## src/rtl/cpu_state_regs.sv

```systemverilog
// Architectural state bank for the accumulator CPU: PC/IR/ACC/MDR/MAR, Z/C flags,
// per-register load enables, global stall and a LIFO context stack for call/interrupt entry.
module cpu_state_regs #(
   parameter int                DATA_W    = 16,
   parameter int                ADDR_W    = 8,
   parameter int                CTX_DEPTH = 4,
   parameter logic [ADDR_W-1:0] RESET_PC  = '0
) (
   input  logic                             clk,
   input  logic                             rst,
   input  logic                             stall,
   input  logic [ADDR_W-1:0]                PC_next,
   input  logic                             PC_we,
   input  logic [DATA_W-1:0]                IR_next,
   input  logic                             IR_we,
   input  logic [DATA_W-1:0]                ACC_next,
   input  logic                             ACC_we,
   input  logic [DATA_W-1:0]                MDR_next,
   input  logic                             MDR_we,
   input  logic [ADDR_W-1:0]                MAR_next,
   input  logic                             MAR_we,
   input  logic                             Zflag_next,
   input  logic                             Cflag_next,
   input  logic                             flags_we,
   input  logic                             ctx_push,
   input  logic                             ctx_pop,
   input  logic                             err_clr,
   output logic [ADDR_W-1:0]                PC_reg,
   output logic [ADDR_W-1:0]                MAR_reg,
   output logic [DATA_W-1:0]                IR_reg,
   output logic [DATA_W-1:0]                ACC_reg,
   output logic [DATA_W-1:0]                MDR_reg,
   output logic                             Zflag_reg,
   output logic                             Cflag_reg,
   output logic [$clog2(CTX_DEPTH+1)-1:0]   ctx_depth,
   output logic                             ctx_empty,
   output logic                             ctx_full,
   output logic                             ctx_overflow,
   output logic                             ctx_underflow
);
   localparam int DEPTH_W = $clog2(CTX_DEPTH + 1);
   localparam int IDX_W   = (CTX_DEPTH > 1) ? $clog2(CTX_DEPTH) : 1;
   localparam int ENTRY_W = ADDR_W + DATA_W + 2;

   logic [ADDR_W-1:0]  r_pc, r_mar;
   logic [DATA_W-1:0]  r_ir, r_acc, r_mdr;
   logic               r_z, r_c;
   logic [DEPTH_W-1:0] r_depth;
   logic               r_empty, r_full, r_ovf, r_unf;
   // Sized to a power of two so the index width matches exactly; extra slots are never addressed
   logic [ENTRY_W-1:0] r_stack [2**IDX_W];

   logic               w_do_push, w_do_pop, w_do_swap, w_restore, w_stack_we;
   logic               w_ovf_evt, w_unf_evt;
   logic [IDX_W-1:0]   w_top_idx, w_wr_idx;
   logic [ENTRY_W-1:0] w_cur, w_top;
   logic [DEPTH_W-1:0] w_depth_next;

   assign w_do_push  = ~stall & ctx_push & ~ctx_pop & ~r_full;
   assign w_do_pop   = ~stall & ctx_pop & ~ctx_push & ~r_empty;
   assign w_do_swap  = ~stall & ctx_push & ctx_pop & ~r_empty;
   assign w_ovf_evt  = ~stall & ctx_push & ~ctx_pop & r_full;
   assign w_unf_evt  = ~stall & ctx_pop & r_empty;
   assign w_restore  = w_do_pop | w_do_swap;
   assign w_stack_we = ~rst & (w_do_push | w_do_swap);

   assign w_top_idx = IDX_W'(r_depth - 1'b1);
   assign w_wr_idx  = w_do_swap ? w_top_idx : IDX_W'(r_depth);
   assign w_cur     = {r_pc, r_acc, r_z, r_c};
   assign w_top     = r_stack[w_top_idx];

   always_comb begin
      w_depth_next = r_depth;
      if (w_do_push)
         w_depth_next = r_depth + 1'b1;
      else if (w_do_pop)
         w_depth_next = r_depth - 1'b1;
   end

   // Stack contents are deliberately not reset; only the depth pointer is
   always_ff @(posedge clk) begin
      if (w_stack_we)
         r_stack[w_wr_idx] <= w_cur;
   end

   always_ff @(posedge clk) begin
      if (rst) begin
         r_pc    <= RESET_PC;
         r_ir    <= '0;
         r_acc   <= '0;
         r_mdr   <= '0;
         r_mar   <= '0;
         r_z     <= 1'b0;
         r_c     <= 1'b0;
         r_depth <= '0;
         r_empty <= 1'b1;
         r_full  <= 1'b0;
         r_ovf   <= 1'b0;
         r_unf   <= 1'b0;
      end else begin
         r_ovf <= w_ovf_evt | (r_ovf & ~err_clr);
         r_unf <= w_unf_evt | (r_unf & ~err_clr);
         if (!stall) begin
            if (w_restore) begin
               {r_pc, r_acc, r_z, r_c} <= w_top;
            end else begin
               if (PC_we)    r_pc  <= PC_next;
               if (ACC_we)   r_acc <= ACC_next;
               if (flags_we) begin
                  r_z <= Zflag_next;
                  r_c <= Cflag_next;
               end
            end
            if (IR_we)  r_ir  <= IR_next;
            if (MDR_we) r_mdr <= MDR_next;
            if (MAR_we) r_mar <= MAR_next;
            r_depth <= w_depth_next;
            r_empty <= (w_depth_next == '0);
            r_full  <= (w_depth_next == DEPTH_W'(CTX_DEPTH));
         end
      end
   end

   assign PC_reg        = r_pc;
   assign MAR_reg       = r_mar;
   assign IR_reg        = r_ir;
   assign ACC_reg       = r_acc;
   assign MDR_reg       = r_mdr;
   assign Zflag_reg     = r_z;
   assign Cflag_reg     = r_c;
   assign ctx_depth     = r_depth;
   assign ctx_empty     = r_empty;
   assign ctx_full      = r_full;
   assign ctx_overflow  = r_ovf;
   assign ctx_underflow = r_unf;
endmodule

```

## config.mk

```make
export PLATFORM = sky130hd
export DESIGN_NAME = cpu_state_regs
export DESIGN_NICKNAME = d
export VERILOG_FILES = /design/src/rtl/cpu_state_regs.sv
export SDC_FILE = /design/constraint.sdc
export NUM_CORES = 1
export LEC_CHECK = 0
export ABC_AREA = 1
export BUFFER_PORTS_ARGS = -buffer_cell sky130_fd_sc_hd__buf_2
export CORE_ASPECT_RATIO = 0.75
export CORE_MARGIN = 2
export CORE_UTILIZATION = 58
export CTS_CLUSTER_DIAMETER = 40
export DETAILED_ROUTE_END_ITERATION = 10
export PLACE_DENSITY_LB_ADDON = 0.1
export SLEW_MARGIN = 20
export SYNTH_ARGS = -nofsm -noshare
export SYNTH_HDL_FRONTEND = slang
export SYNTH_SLANG_ARGS = --single-unit
```

## constraint.sdc

```tcl
create_clock -name clk -period 8.4 [get_ports clk]
set_clock_uncertainty 0.2 [all_clocks]
set_input_delay 0.42 -clock clk [delete_from_list [all_inputs] [get_ports clk]]
set_output_delay 0.42 -clock clk [all_outputs]
set_load 0.01 [all_outputs]
```

# Word-level counts from Yosys, hierarchy flattened
# Memory sizes are Yosys's and may differ from the RTL's.
# Index checks and enable logic that the tools add are counted.
[word_totals] in_bits=78 mem_bits_rw=104 mem_bits_ro=0 mem_count=1 word_cells=63 output_inout_bits=73 latch_bits=0 regBits=73
[classes] bitwise=24 div_mod_pow=0 magnitude_cmp=0 n_reduce_logical=10 add_sub_neg=2 multipliers=0 eq_ne=1 muxes=13 shift=0
[memory_table] name="r_stack" depth=4 width=26 rd=1 rd_clocked_by_memory_dff=0 write_ports=1 line="51" rtl="logic [ENTRY_W-1:0] r_stack [2**IDX_W];"
[ops] operator="two-way mux 16 bit" n=2
[ops] operator="two-way mux 8 bit" n=2
[ops] operator="AND 1 bit" n=13
[ops] operator="AND reduction 2 bit" n=6
[ops] operator="inverter 1 bit" n=7
[ops] operator="two-way mux 1 bit" n=6
[ops] operator="two-way mux 3 bit" n=2
[ops] operator="nonzero test 2 bit" n=3
[ops] operator="bitwise OR 1 bit" n=4
[ops] operator="adder 3 x 1 -> 3 bit (second input constant)" n=1
[ops] operator="equality test 3 bit (second input constant)" n=1
[ops] operator="logical NOT 3 bit" n=1
[ops] operator="subtractor 3 x 1 -> 3 bit (second input constant)" n=1
[ops] operator="two-way mux 2 bit" n=1

# Logic depth before layout (Yosys ltp)
[depth] word_depth=8 mapped_depth=11 ltp_nobuf=9

# Worst setup path before layout
# No wires, ideal clock.
[synth_timing] path_type="flip-flop to flip-flop" from="reg r_depth[0] (netlist: ctx_depth[0])" to="mem r_stack[0][0] (netlist bit), enable pin" path_buffers=2 arrival_ns=3.292 path_slack_ns=4.466 setup_time_ns=0.442 synth_period_minus_slack_ns=3.934 path_stages_with_launch=9 path_cell_list="dfxtp_1 buf_2 inv_2 buf_2 ha_1 inv_1 o21ai_4 inv_2 nor3_1"
[synth_between] elab_chain_len=2
[synth_lines] item="start, declared" line="48" rtl="logic [DEPTH_W-1:0] r_depth;"
[synth_lines] item="start signal, assigned" line="117" rtl="r_depth <= w_depth_next;"
[synth_lines] item="subtractor 3 x 1 -> 3 bit"
[synth_lines] item="two-way mux 2 bit *" line="68" rtl="assign w_wr_idx = w_do_swap ? w_top_idx : IDX_W'(r_depth);"
[synth_lines] item="end, declared" line="51"
# Mark *: on every way between the ends. The rest lies on a longest branch, timed or not.

# Final worst setup path
[layout_timing] from="reg r_depth[0] (netlist: ctx_depth[0])" to="mem r_stack[0][13] (netlist bit), enable pin"
# The elaborated chain is that of the path after synthesis.

==> impl_metrics.py <==
metrics = {
    "drt": {
        "drt_iter0_markers": 324,
        "drtAntennaViolNets": 0,
        "drc": 0,
        "drt-total-wl_microns": 15600,
        "vias": 5258,
        "first_pass_iters": 5,
        "wl_per_cell_microns": 16.4,
        "vias_per_cell": 5.51,
    },
    "logic_synthesis": {
        "syn_area_per_cell_sq_um": 10.6,
        "synth_area_sq_um": 6840,
        "synth-edff-count": 104,
        "ys_ff_latch": 177,
        "ys_async_sr_fraction_pct": 0,
        "yosys.cell_types.count": 33,
        "syn_nets": 722,
        "yosysWarnings": 0,
        "synthesis.instances": 642,
        "seq_area_frac_synth_pct": 67.1,
        "synth_ff_type": "edfxtp_1",
    },
    "min_path": {
        "hold_end": "IR_reg[3]$_SDFFE_PP0P_",
        "min_path_type": "in2reg",
        "hp-start": "IR_next[3]",
        "hold_depth": 3,
    },
    "pwr": {
        "switching_power_mw": 0.467,
        "p_int_mw": 1.44,
        "p_comb_share_pct": 8.9,
        "peakVddDrop_uv": 225,
        "p_leak_nw": 3.30,
        "p_per_area_nw_per_um2": 232,
        "clockPowerShare_pct": 39.5,
        "p_seq_share_pct": 51.5,
        "netSwitchingFraction_pct": 24.5,
    },
    "finish": {
        "area_growth_pct": 20.6,
        "nNetsFinal": 860,
        "layout_common_cells": "buf_2 (150), o21ai_0 (138), nor2_1 (134)",
        "layout.cells.most_common": "buf_2",
        "largest_reg_flops": 104,
        "top_register": "r_stack",
        "drive_gt1_share_pct": 26.9,
        "diodes": 0,
        "stdcell_count": 955,
    },
    "global_routing": {
        "grt_pass1_vias": 4988,
        "grt_first_pass_wirelength_microns": 25000,
        "grt_max_degree": 67,
        "grtUsageTotal_pct": 25.7,
        "antenna_found_initial": 0,
        "grt.overflow.total": 0,
    },
    "placed_design": {
        "place.gp.congestion": 0.844,
        "port-buffer-count": 150,
        "dp_hpwl_microns": 9780,
        "dp_cells": 923,
    },
    "timing": {
        "worst_pin_slew_ns": 0.977,
        "period_share_pct": 63.2,
        "slew_viol_final": 0,
        "slew_headroom_pct": 34.9,
        "period_minus_slack_ns": 5.31,
        "hold_viol": 0,
        "rsz0062_at_grt": "false",
        "clock.fmax_ghz": 0.188,
        "setup_violations": 0,
        "tns_ns": 0,
    },
    "die": {
        "fp.dieH_microns": 98.0,
        "die_w_microns": 129,
        "dieArea_sq_um": 12700,
        "boundaryPins": 151,
        "initial_core_util_pct": 59.3,
        "rows": 34,
        "core_area_sq_um": 11500,
    },
    "critical_path": {
        "path_max_fanout": 57,
        "max_stage_delay_ns": 1.02,
        "r2r_end": "r_stack[0][13]$_DFFE_PP_",
        "crit_slowest_cell": "ha_1",
        "reg2regPathDepth": 7,
        "path_common_cell": "inv_2",
        "rr_startpoint": "ctx_depth[0]$_SDFFE_PP0N_",
        "worstPathRequired_ns": 8.31,
        "path_cells": "inv_2 -> ha_1 -> inv_1 -> o21ai_4 -> inv_2 -> nor3_2 -> buf_4",
        "cp-end-kind": "flip-flop",
        "crit_type": "reg2reg",
        "r2r_setup_slack_ns": 3.09,
        "crit_arrival_ns": 5.22,
        "start_kind": "flip-flop",
    },
    "clock_tree": {
        "h-tree-depth": 4,
        "cts-root-buf": "clkbuf_16",
        "numCtsBuffers": 17,
        "cts.sinks": 177,
        "cts_hold_buffers": 0,
        "worstSkewPairLatency_ns": 0.42,
        "clk_pin_slew_ns": 0.07,
        "post_cts_resized": 0,
        "postCtsSetupBuffers": 0,
        "clock_path_buffers": 2,
        "cts_tree": "built",
    },
    "run": {
        "cap_violations": 0,
    },
    "run_status": {
        "status": "finished clean",
    },
}
-- stage by stage --
stage | util [%] | area [sq um] | worst slack [ns] | power (mW) | hold WS, ns
detailed placement | 66.6 | 7670 | 3.04 | 1.17 | 0.267
finish | 71.5 | 8240 | 3.09 | 1.91 | 0.0270
global placement | 66.6 | 7670 | 3.25 | 1.16 | 0.257
floorplan | - | 6840 | 4.47 | 1.10 | 0.287
global route | 71.5 | 8240 | 2.61 | 1.98 | 0.0259
CTS | 71.5 | 8240 | 3.04 | 1.92 | 0.0201
-- area by class of cell --
class,count,area (sq um)
inverter,18,70.1
sequential,177,4590
timing repair buffer,155,788
multi-input combinational,411,2030
tap,162,203
clock buffer,22,495
clock inverter,10,72.6
fill,860,3290
-- power by group through the flow --
stage / Combinational, mW / Clock [mW] / Sequential (mW)
after floorplan: 0.0963 / 0 / 1.00
after global placement: 0.164 / 0 / 1.00
after detailed placement: 0.170 / 0 / 1.00
after CTS: 0.172 / 0.763 / 0.983
after global routing: 0.192 / 0.797 / 0.988
final: 0.171 / 0.754 / 0.983
-- layer usage --
layer / up-vias / global-route usage [%] / share of wire, %
met5: - / 0 / 0
met4: 0 / 9.03 / 1.6
met3: 24 / 6.03 / 4.6
met2: 169 / 40.6 / 49
met1: 2530 / 35.2 / 45
li1: 2535 / - / -
-- worst max path at each step --
stage / startpoint / to
detailed placement: ctx_depth[0]$_SDFFE_PP0N_ / r_stack[0][12]$_DFFE_PP_
floorplan: ctx_depth[0]$_SDFFE_PP0N_ / r_stack[0][0]$_DFFE_PP_
global placement: ctx_depth[0]$_SDFFE_PP0N_ / r_stack[0][15]$_DFFE_PP_
CTS: ctx_depth[0]$_SDFFE_PP0N_ / r_stack[0][15]$_DFFE_PP_
global route: ctx_depth[0]$_SDFFE_PP0N_ / r_stack[0][10]$_DFFE_PP_
finish: ctx_depth[0]$_SDFFE_PP0N_ / r_stack[0][13]$_DFFE_PP_
-- cells in the mapped netlist, types with 4 or more instances --
library cell	instances	share of area, %
nand3_1	5	0.37
o22ai_1	26	2.4
nand2_1	44	2.4
dfxtp_1	73	21
nand2_2	4	0.37
clkbuf_1	21	1.2
o21ai_0	138	10
o21ai_1	6	0.44
inv_2	5	0.27
inv_1	12	0.66
nand4_1	4	0.37
a21oi_1	31	2.3
edfxtp_1	104	46
nor2_1	134	7.4
buf_2	10	0.73
-- critical path, delay by kind of cell, from the launching register on --
| family | cells | cell delay, ns |
|---|---|---|
| compound gates | 1 | 0.38 |
| fa+ha+maj | 1 | 1.02 |
| buf+inv | 4 | 1.75 |
| flops | 1 | 0.95 |
| simple gates | 1 | 0.65 |
-- cell families after synthesis --
kind of cell | count (synthesis) | synth area share, %
compound gates | 204 | 15.7
xor+xnor | 1 | 0.403
fa+ha+maj | 2 | 0.366
buf+inv | 54 | 3.59
flops | 177 | 67.1
simple gates | 204 | 12.9
Power figures use the tool's default switching activity.
